File: src/rtl/inst_fetch.sv
// inst_fetch: instruction-fetch initiator.
//
// Owns the program counter, issues one instruction-ROM read per cycle whenever
// the 2-entry queue has room (or is draining this cycle), captures the ROM's
// combinational read data into the queue, and presents the queue head to
// decode through a valid/ready handshake. A branch redirect flushes the queue
// and restarts fetch at the word-aligned target.
//
// Ports
//   clk            in   1   clock, rising edge
//   rst            in   1   synchronous, active-high reset
//   rom_ce         out  1   ROM read issued this cycle
//   rom_addr       out  32  ROM byte address (always the current pc)
//   rom_inst       in   32  ROM read data, combinational from rom_addr
//   branch_flag    in   1   redirect: flush queue, restart at branch_target
//   branch_target  in   32  redirect address, bits [1:0] ignored
//   id_valid       out  1   queue head valid for decode
//   id_ready       in   1   decode accepts the head this cycle
//   id_pc          out  32  pc of the queue head (0 when empty)
//   id_inst        out  32  instruction of the queue head (0 when empty)

module inst_fetch #(
    parameter logic [31:0] RESET_PC = 32'h0000_0000
) (
    input  logic        clk,
    input  logic        rst,
    output logic        rom_ce,
    output logic [31:0] rom_addr,
    input  logic [31:0] rom_inst,
    input  logic        branch_flag,
    input  logic [31:0] branch_target,
    output logic        id_valid,
    input  logic        id_ready,
    output logic [31:0] id_pc,
    output logic [31:0] id_inst
);

    localparam int InstAddrBus = 32;
    localparam int InstBus     = 32;

    logic                   en_q,     en_d;
    logic [InstAddrBus-1:0] pc_q,     pc_d;
    logic                   wr_ptr_q, wr_ptr_d;
    logic                   rd_ptr_q, rd_ptr_d;
    logic [1:0]             count_q,  count_d;
    logic [InstAddrBus-1:0] fifo_pc_q   [2];
    logic [InstAddrBus-1:0] fifo_pc_d   [2];
    logic [InstBus-1:0]     fifo_inst_q [2];
    logic [InstBus-1:0]     fifo_inst_d [2];

    logic head_valid;
    logic push;
    logic pop;

    // Target byte offset is discarded; fetch is always word aligned.
    logic unused_tgt_lsbs;
    assign unused_tgt_lsbs = ^branch_target[1:0];

    // Handshake and fetch issue. Only branch_flag and id_ready reach rom_ce and
    // id_valid combinationally; rom_inst only feeds queue storage.
    always_comb begin
        head_valid = (count_q != 2'd0);
        id_valid   = head_valid & ~branch_flag;
        pop        = id_valid & id_ready;
        // Issue when there is room, or when the full queue drains this cycle.
        push       = en_q & ~branch_flag & ((count_q < 2'd2) | pop);
        rom_ce     = push;
        rom_addr   = pc_q;
        id_pc      = head_valid ? fifo_pc_q[rd_ptr_q]   : '0;
        id_inst    = head_valid ? fifo_inst_q[rd_ptr_q] : '0;
    end

    always_comb begin
        en_d        = 1'b1;
        pc_d        = pc_q;
        wr_ptr_d    = wr_ptr_q;
        rd_ptr_d    = rd_ptr_q;
        count_d     = count_q;
        fifo_pc_d   = fifo_pc_q;
        fifo_inst_d = fifo_inst_q;

        if (branch_flag) begin
            // Flush; push and pop are already suppressed by branch_flag.
            pc_d     = {branch_target[31:2], 2'b00};
            wr_ptr_d = 1'b0;
            rd_ptr_d = 1'b0;
            count_d  = 2'd0;
        end else begin
            if (push) begin
                fifo_pc_d[wr_ptr_q]   = pc_q;
                fifo_inst_d[wr_ptr_q] = rom_inst;
                wr_ptr_d              = ~wr_ptr_q;
                pc_d                  = pc_q + 32'd4;
            end
            if (pop) begin
                rd_ptr_d = ~rd_ptr_q;
            end
            unique case ({push, pop})
                2'b10:   count_d = count_q + 2'd1;
                2'b01:   count_d = count_q - 2'd1;
                default: count_d = count_q;
            endcase
        end
    end

    always_ff @(posedge clk) begin
        if (rst) begin
            en_q        <= 1'b0;
            pc_q        <= RESET_PC;
            wr_ptr_q    <= 1'b0;
            rd_ptr_q    <= 1'b0;
            count_q     <= 2'd0;
            fifo_pc_q   <= '{default: '0};
            fifo_inst_q <= '{default: '0};
        end else begin
            en_q        <= en_d;
            pc_q        <= pc_d;
            wr_ptr_q    <= wr_ptr_d;
            rd_ptr_q    <= rd_ptr_d;
            count_q     <= count_d;
            fifo_pc_q   <= fifo_pc_d;
            fifo_inst_q <= fifo_inst_d;
        end
    end

endmodule

File: config.mk
export PLATFORM = sky130hd
export DESIGN_NAME = inst_fetch
export DESIGN_NICKNAME = d
export VERILOG_FILES = /design/src/rtl/inst_fetch.sv
export SDC_FILE = /design/constraint.sdc
export NUM_CORES = 1
export LEC_CHECK = 0
export CAP_MARGIN = 20
export CORE_UTILIZATION = 54
export DETAILED_ROUTE_END_ITERATION = 10
export GPL_TIMING_DRIVEN = 0
export PLACE_DENSITY = 0.85
export SYNTH_ARGS = -nofsm -noshare
export SYNTH_HDL_FRONTEND = slang
export SYNTH_SLANG_ARGS = --single-unit
export TNS_END_PERCENT = 1
File: constraint.sdc
create_clock -name clk -period 4 [get_ports clk]
set_clock_uncertainty 0.1 [all_clocks]
set_input_delay 0.8 -clock clk [delete_from_list [all_inputs] [get_ports clk]]
set_output_delay 0.8 -clock clk [all_outputs]
set_load 0.1 [all_outputs]
==> results.cfg, run 1 <==
[timing]
final_max_slew_viol_count = 0
layout_setup_ws_ns = 0.0716
worstMarginPinSlew_ns = 0.971
setup_viol = 0
final_hold_viol_count = 0
layout_min_cycle_time_ns = 3.93
rsz0062_at_grt = yes
fin_tns_setup_ns = 0
clock.fmax_mhz = 255
finalHoldWorstSlack_ns = 0.353
max-slew-margin-rel_pct = 35.1
fin_crit_sh_pct = 98.2

[clock_network]
clock-sinks = 159
cts_htree_levels = 4
cts_tree = done
post_cts_buffers = 0
path_clk_slew_ns = 0.06
insertion_delay_ns = 0.43
clockBufferDepth = 2
cts_root_buf = clkbuf_16
cts_made_buffers = 17

[final_layout]
layout_common_cells = nand2_1, dfxtp_1, a21oi_1, clkdlybuf4s50_1, nor2_1
insertedDiodeCount = 0
finalNetCount = 1186
mostFrequentLayoutCell = nand2_1
area_growth_pct = 32.7
drive_gt1_share_pct = 5.23
final_util_pct = 74.6

[drt]
drtPass1Iterations = 6
drt_iter0_markers = 689
drt-wirelength-per-cell_um = 16.2
ant_nets = 0
finalWirelength_mm = 21.1
dr_total_vias = 7319
vias_per_cell = 5.63
drc_errors = 0

[floorplan]
io-pin-count = 166
initial_utilization_pct = 56.2
core_um2 = 12800
die_h_um = 118
placementRows = 41
dieArea_um2 = 13800
die_w_um = 118

[worst_setup_path]
critical_path.endpoint = id_pc[9]
critPathKind = flop to primary output
rr_worst_depth = 7
worstSetupEndpointType = primary output
path_cells = clkbuf_1 -> buf_1 -> mux2i_1 -> nor2_1 -> clkdlybuf4s15_1
cp.required_ns = 3.10
r2r_start = rom_addr[2]$_SDFFE_PP0P_
slowest_stage = clkdlybuf4s15_1
cp_max_fo = 10
crit_arrival_ns = 3.03
worst_path_largest_cell_delay_ns = 0.85
rr_endpoint = rom_addr[12]$_SDFFE_PP0P_
r2r_slack_ns = 1.42
cp-startpoint = rd_ptr_q$_SDFFE_PP0P_
crit_path_start_kind = flop

[placed_design]
portBuffers = 158
place_congestion = 0.902
dp_slack_ns = -0.570
dp_hpwl_mm = 14.4

[grt]
grt_usage_pct = 30.5
grt_pass1_vias = 6930
antenna_found_initial = 0
overflow = 0
grt_max_degree = 17
grt_pass1_wl_mm = 33.7

[logic_synthesis]
synth.area.top_cells = dfxtp_1, nand2_1, a21oi_1, mux2i_1, nor2_1
synthFlopType = dfxtp_1
synth_cells = 936
synth_seq_area_share_pct = 44.2
ys_ff_latch = 159
synth_top_area_cell = dfxtp_1
netlist.area_leader.share_pct = 44.2
async_flop_share_pct = 0
synth-edff-count = 0
avgSynthCellArea_um2 = 7.70
syn_area_um2 = 7210
yosysUniqueCellTypes = 46
synth_warnings = 0

[min_path]
hold_class = flop to flop

[power]
power_density_nw_per_um2 = 419
peakVddDrop_mv = 0.273
leakagePower_nw = 3.23

[outcome]
status = completed

[flow_run]
max_cap_viol_count = 0
## flip-flops by register name, summed over array words and instances, names as in the netlist
| name | count |
|---|---|
| fifo_inst_q | 64 |
| fifo_pc_q | 60 |
| rom_addr | 30 |
| count_q | 2 |
| en_q | 1 |
| rd_ptr_q | 1 |
| wr_ptr_q | 1 |
## metal layers
metal / global-route usage, % / wire length [um] / vias to the layer above
li1: - / - / 3548
met1: 39.4 / 8990 / 3378
met2: 49.2 / 9940 / 356
met3: 6.78 / 1740 / 37
met4: 12.4 / 413 / 0
met5: 0 / 0 / -
## where the power goes
group | total, mW | internal [mW] | switching (mW) | leakage (nW)
Clock | 1.73 | 1.07 | 0.659 | 0.293
Sequential | 1.70 | 1.64 | 0.0638 | 1.30
Combinational | 0.578 | 0.174 | 0.404 | 1.64
Total | 4.01 | 2.88 | 1.13 | 3.23
## final cells by class
| cell class | instances | area [um^2] |
|---|---|---|
| well taps | 172 | 215 |
| flip-flops and latches | 159 | 3180 |
| fillers | 1023 | 3260 |
| multi-input cells | 690 | 3670 |
| clock inverters | 12 | 185 |
| repair buffers | 158 | 1500 |
| clock buffers | 20 | 447 |
| inverters | 7 | 26.3 |
| plain buffers | 83 | 339 |
## cell usage after synthesis (all sizes together) (2+ instances only)
cell / n
nand4: 11
ha: 2
a21oi: 125
o31ai: 14
xnor2: 6
inv: 7
nand2: 260
nand3: 11
xor2: 5
nor4b: 2
a211oi: 7
nor2: 93
nand4b: 2
a311oi: 20
o21ai: 10
or3: 9
nor3: 4
nor4: 5
mux2i: 62
or4: 16
nor2b: 5
a31oi: 3
clkbuf: 69
buf: 14
dfxtp: 159
and4: 4
## per-stage QoR
step | instances | instance area, um^2 | power [mW]
finish | 1301 | 9560 | 4.01
detailed placement | 1269 | 9020 | 2.31
floorplan | 939 | 7220 | 2.11
CTS | 1301 | 9580 | 4.00
global placement | 1269 | 9020 | 2.30
global route | 1301 | 9560 | 4.12
## worst max-delay path, delay by kind of cell, from the launching register on
kind	cells	cell delay [ns]
buffers and inverters	3	1.96
flip-flops	1	0.30
multiplexers	1	0.17
AND/OR/NAND/NOR	1	0.17
## cells by family after synthesis
| kind of cell | count (synthesis) | share of synthesized area, % |
|---|---|---|
| and+or+nand+nor | 426 | 25.4 |
| AOI/OAI and AO/OA | 185 | 15.0 |
| DFF | 159 | 44.2 |
| buffers and inverters | 90 | 5.05 |
| muxes | 62 | 8.61 |
| xor gates and xnor gates | 11 | 1.34 |
| adders and majority gates | 2 | 0.347 |
| other | 1 | 0.0520 |
## worst min-delay path by stage
stage          slack [ns]                           end                    startpoint  depth (start not counted)
2_1_floorplan        0.34  fifo_inst_q[32]$_SDFFE_PP0P_  fifo_inst_q[32]$_SDFFE_PP0P_                          2
3_3_place_gp         0.34  fifo_inst_q[51]$_SDFFE_PP0P_  fifo_inst_q[51]$_SDFFE_PP0P_                          2
3_5_place_dp         0.35    fifo_pc_q[41]$_SDFFE_PP0P_    fifo_pc_q[41]$_SDFFE_PP0P_                          2
4_1_cts              0.35    fifo_pc_q[19]$_SDFFE_PP0P_    fifo_pc_q[19]$_SDFFE_PP0P_                          2
5_1_grt              0.37  fifo_inst_q[26]$_SDFFE_PP0P_  fifo_inst_q[26]$_SDFFE_PP0P_                          2
6_report             0.35   fifo_inst_q[6]$_SDFFE_PP0P_   fifo_inst_q[6]$_SDFFE_PP0P_                          2
## timing repair
item / in CTS / in global routing
endpoints found under the setup margin: 61 / 20
hold buffers: 0 / 0
resized for setup: 63 / 29
hold endpoints to repair: 0 / 0
(Power assumes the default switching activity.)
==> run 2, diff against run 1 <==
Settings changed: CORE_MARGIN set to 2.
==> run 2 against run 1 <==
Compared with the run above:
- clock power decreased by 3%
- sequential cell count stayed put
- via count is 0.23% higher
- worst hold slack is essentially flat
- worst setup slack worse by 0.026 ns
- critical path type is now input port to primary output
==> results.cfg, run 2 (synthesis gave the netlist of run 1 again) <==
[clock_network]
cts_resized = 65
cts_root_buf = clkbuf_16
path_clk_slew_ns = 0.06
clock-sinks = 159
clockBufferDepth = 2
cts_made_buffers = 17
cts_tree = done
cts_htree_levels = 4
insertion_delay_ns = 0.44
ctsHoldBuffers = 0
post_cts_buffers = 0

[drt]
dr_total_vias = 7336
drt-wirelength-per-cell_um = 16.3
drtPass1Iterations = 7
ant_nets = 0
drt_iter0_markers = 631
finalWirelength_mm = 21.3
vias_per_cell = 5.63
drc_errors = 0

[timing]
max-slew-margin-rel_pct = 31.1
setup_viol = 0
final_hold_viol_count = 0
rsz0062_at_grt = yes
final_max_slew_viol_count = 0
worstMarginPinSlew_ns = 1.03
clock.fmax_mhz = 253
finalHoldWorstSlack_ns = 0.353
layout_min_cycle_time_ns = 3.95
fin_crit_sh_pct = 98.9

[power]
peakVddDrop_mv = 0.289
power_density_nw_per_um2 = 415
leakagePower_nw = 3.26

[grt]
antenna_found_initial = 0
grt_usage_pct = 29.7
grt_pass1_vias = 6876
grt_pass1_wl_mm = 33.8
grt_max_degree = 17
overflow = 0

[worst_setup_path]
crit_arrival_ns = 3.05
cp.required_ns = 3.10
rr_worst_depth = 7
cp_max_fo = 10
critPathKind = input port to primary output
rr_endpoint = rom_addr[12]$_SDFFE_PP0P_
slowest_stage = clkdlybuf4s50_1
path_cells = clkdlybuf4s50_1 -> clkbuf_1 -> nor2_1 -> clkdlybuf4s50_1
path_common_cell = clkdlybuf4s50_1
cp_num_buf_inv = 3
crit_cells = 4
r2r_slack_ns = 1.31
r2r_start = rom_addr[3]$_SDFFE_PP0P_
cp_top_family = buffers and inverters
worstSetupEndpointType = primary output
worst_path_largest_cell_delay_ns = 1.19
crit_path_start_kind = input port

[flow_run]
max_cap_viol_count = 0

[final_layout]
insertedDiodeCount = 0
final_util_pct = 72.7
finalNetCount = 1186
drive_gt1_share_pct = 4.96
area_growth_pct = 32.6
mostFrequentLayoutCell = nand2_1
largest_reg_flops = 64
fillCellCount = 1072
top_register = fifo_inst_q
layout_common_cells = nand2_1, dfxtp_1, a21oi_1, clkdlybuf4s50_1, nor2_1

[floorplan]
placementRows = 42
core_um2 = 13100
die_w_um = 120
initial_utilization_pct = 54.9
dieArea_um2 = 14300
io-pin-count = 166
die_h_um = 120

[min_path]
hp-start = fifo_pc_q[62]$_SDFFE_PP0P_
min_path_cells = 2
hold_class = flop to flop
holdPathEnd = fifo_pc_q[62]$_SDFFE_PP0P_

[outcome]
status = completed

[placed_design]
portBuffers = 158
dp_hpwl_mm = 14.6
place_congestion = 0.923
## run 2: cell count changes in the layout (fill, tap and decap cells not counted), moves of 3 or more
cell,previous run,this run
dlygate4sd2_1,41,51
clkdlybuf4s15_1,12,5
clkbuf_2,10,7
clkbuf_8,1,4
clkinv_4,3,0
## run 2: power breakdown
group / internal (mW) / total [mW] / switching (mW)
combinational: 0.174 / 0.580 / 0.406
sequential: 1.64 / 1.70 / 0.0626
clock: 1.04 / 1.68 / 0.643
## run 2: worst max path at each step
stage | from | endpoint | slack, ns
detailed placement | branch_flag | rom_ce | -0.58
global placement | branch_flag | rom_ce | -0.58
floorplan | branch_flag | count_q[1]$_SDFFE_PP0P_ | 0.58
finish | branch_flag | id_valid | 0.05
global route | rd_ptr_q$_SDFFE_PP0P_ | id_inst[7] | -0.01
CTS | branch_flag | id_valid | 0.08
## run 2: per-stage QoR
stage	cell area [um^2]	instances	setup slack, ns	TNS, ns	power [mW]
after detailed placement	9020	1273	-0.579	-0.579	2.31
after floorplan	7220	939	0.577	0	2.11
final	9560	1304	0.0459	0	3.97
after global routing	9560	1304	-0.0119	-0.0119	4.08
after global placement	9020	1273	-0.580	-0.580	2.30
after CTS	9570	1304	0.0829	0	3.97
## run 2: metal layers
metal  vias to the layer above  track usage [%]  share of wire (%)
met5                         -                0                  0
met1                      3401             39.3                 43
met4                         0             11.6                2.4
met3                        48             6.65                8.1
li1                       3545                -                  -
met2                       342             47.5                 47
## run 2: area by class of cell
cell class,instances,area (um^2),share of cell area [%]
flip-flops and latches,159,3180,33.3
multi-input cells,690,3670,38.4
inverters,7,26.3,0.275
repair buffers,158,1500,15.7
clock inverters,9,133,1.39
clock buffers,22,484,5.07
plain buffers,83,339,3.55
well taps,176,220,2.30
## run 2: worst register-to-register path: stages (launching register included)
cell and delay [ns]:
dfxtp_1 0.50, ha_1 0.21, nand2_1 0.14, or3_1 0.37, clkbuf_1 0.23, clkbuf_1 0.34
or3_1 0.42, a311oi_1 0.28
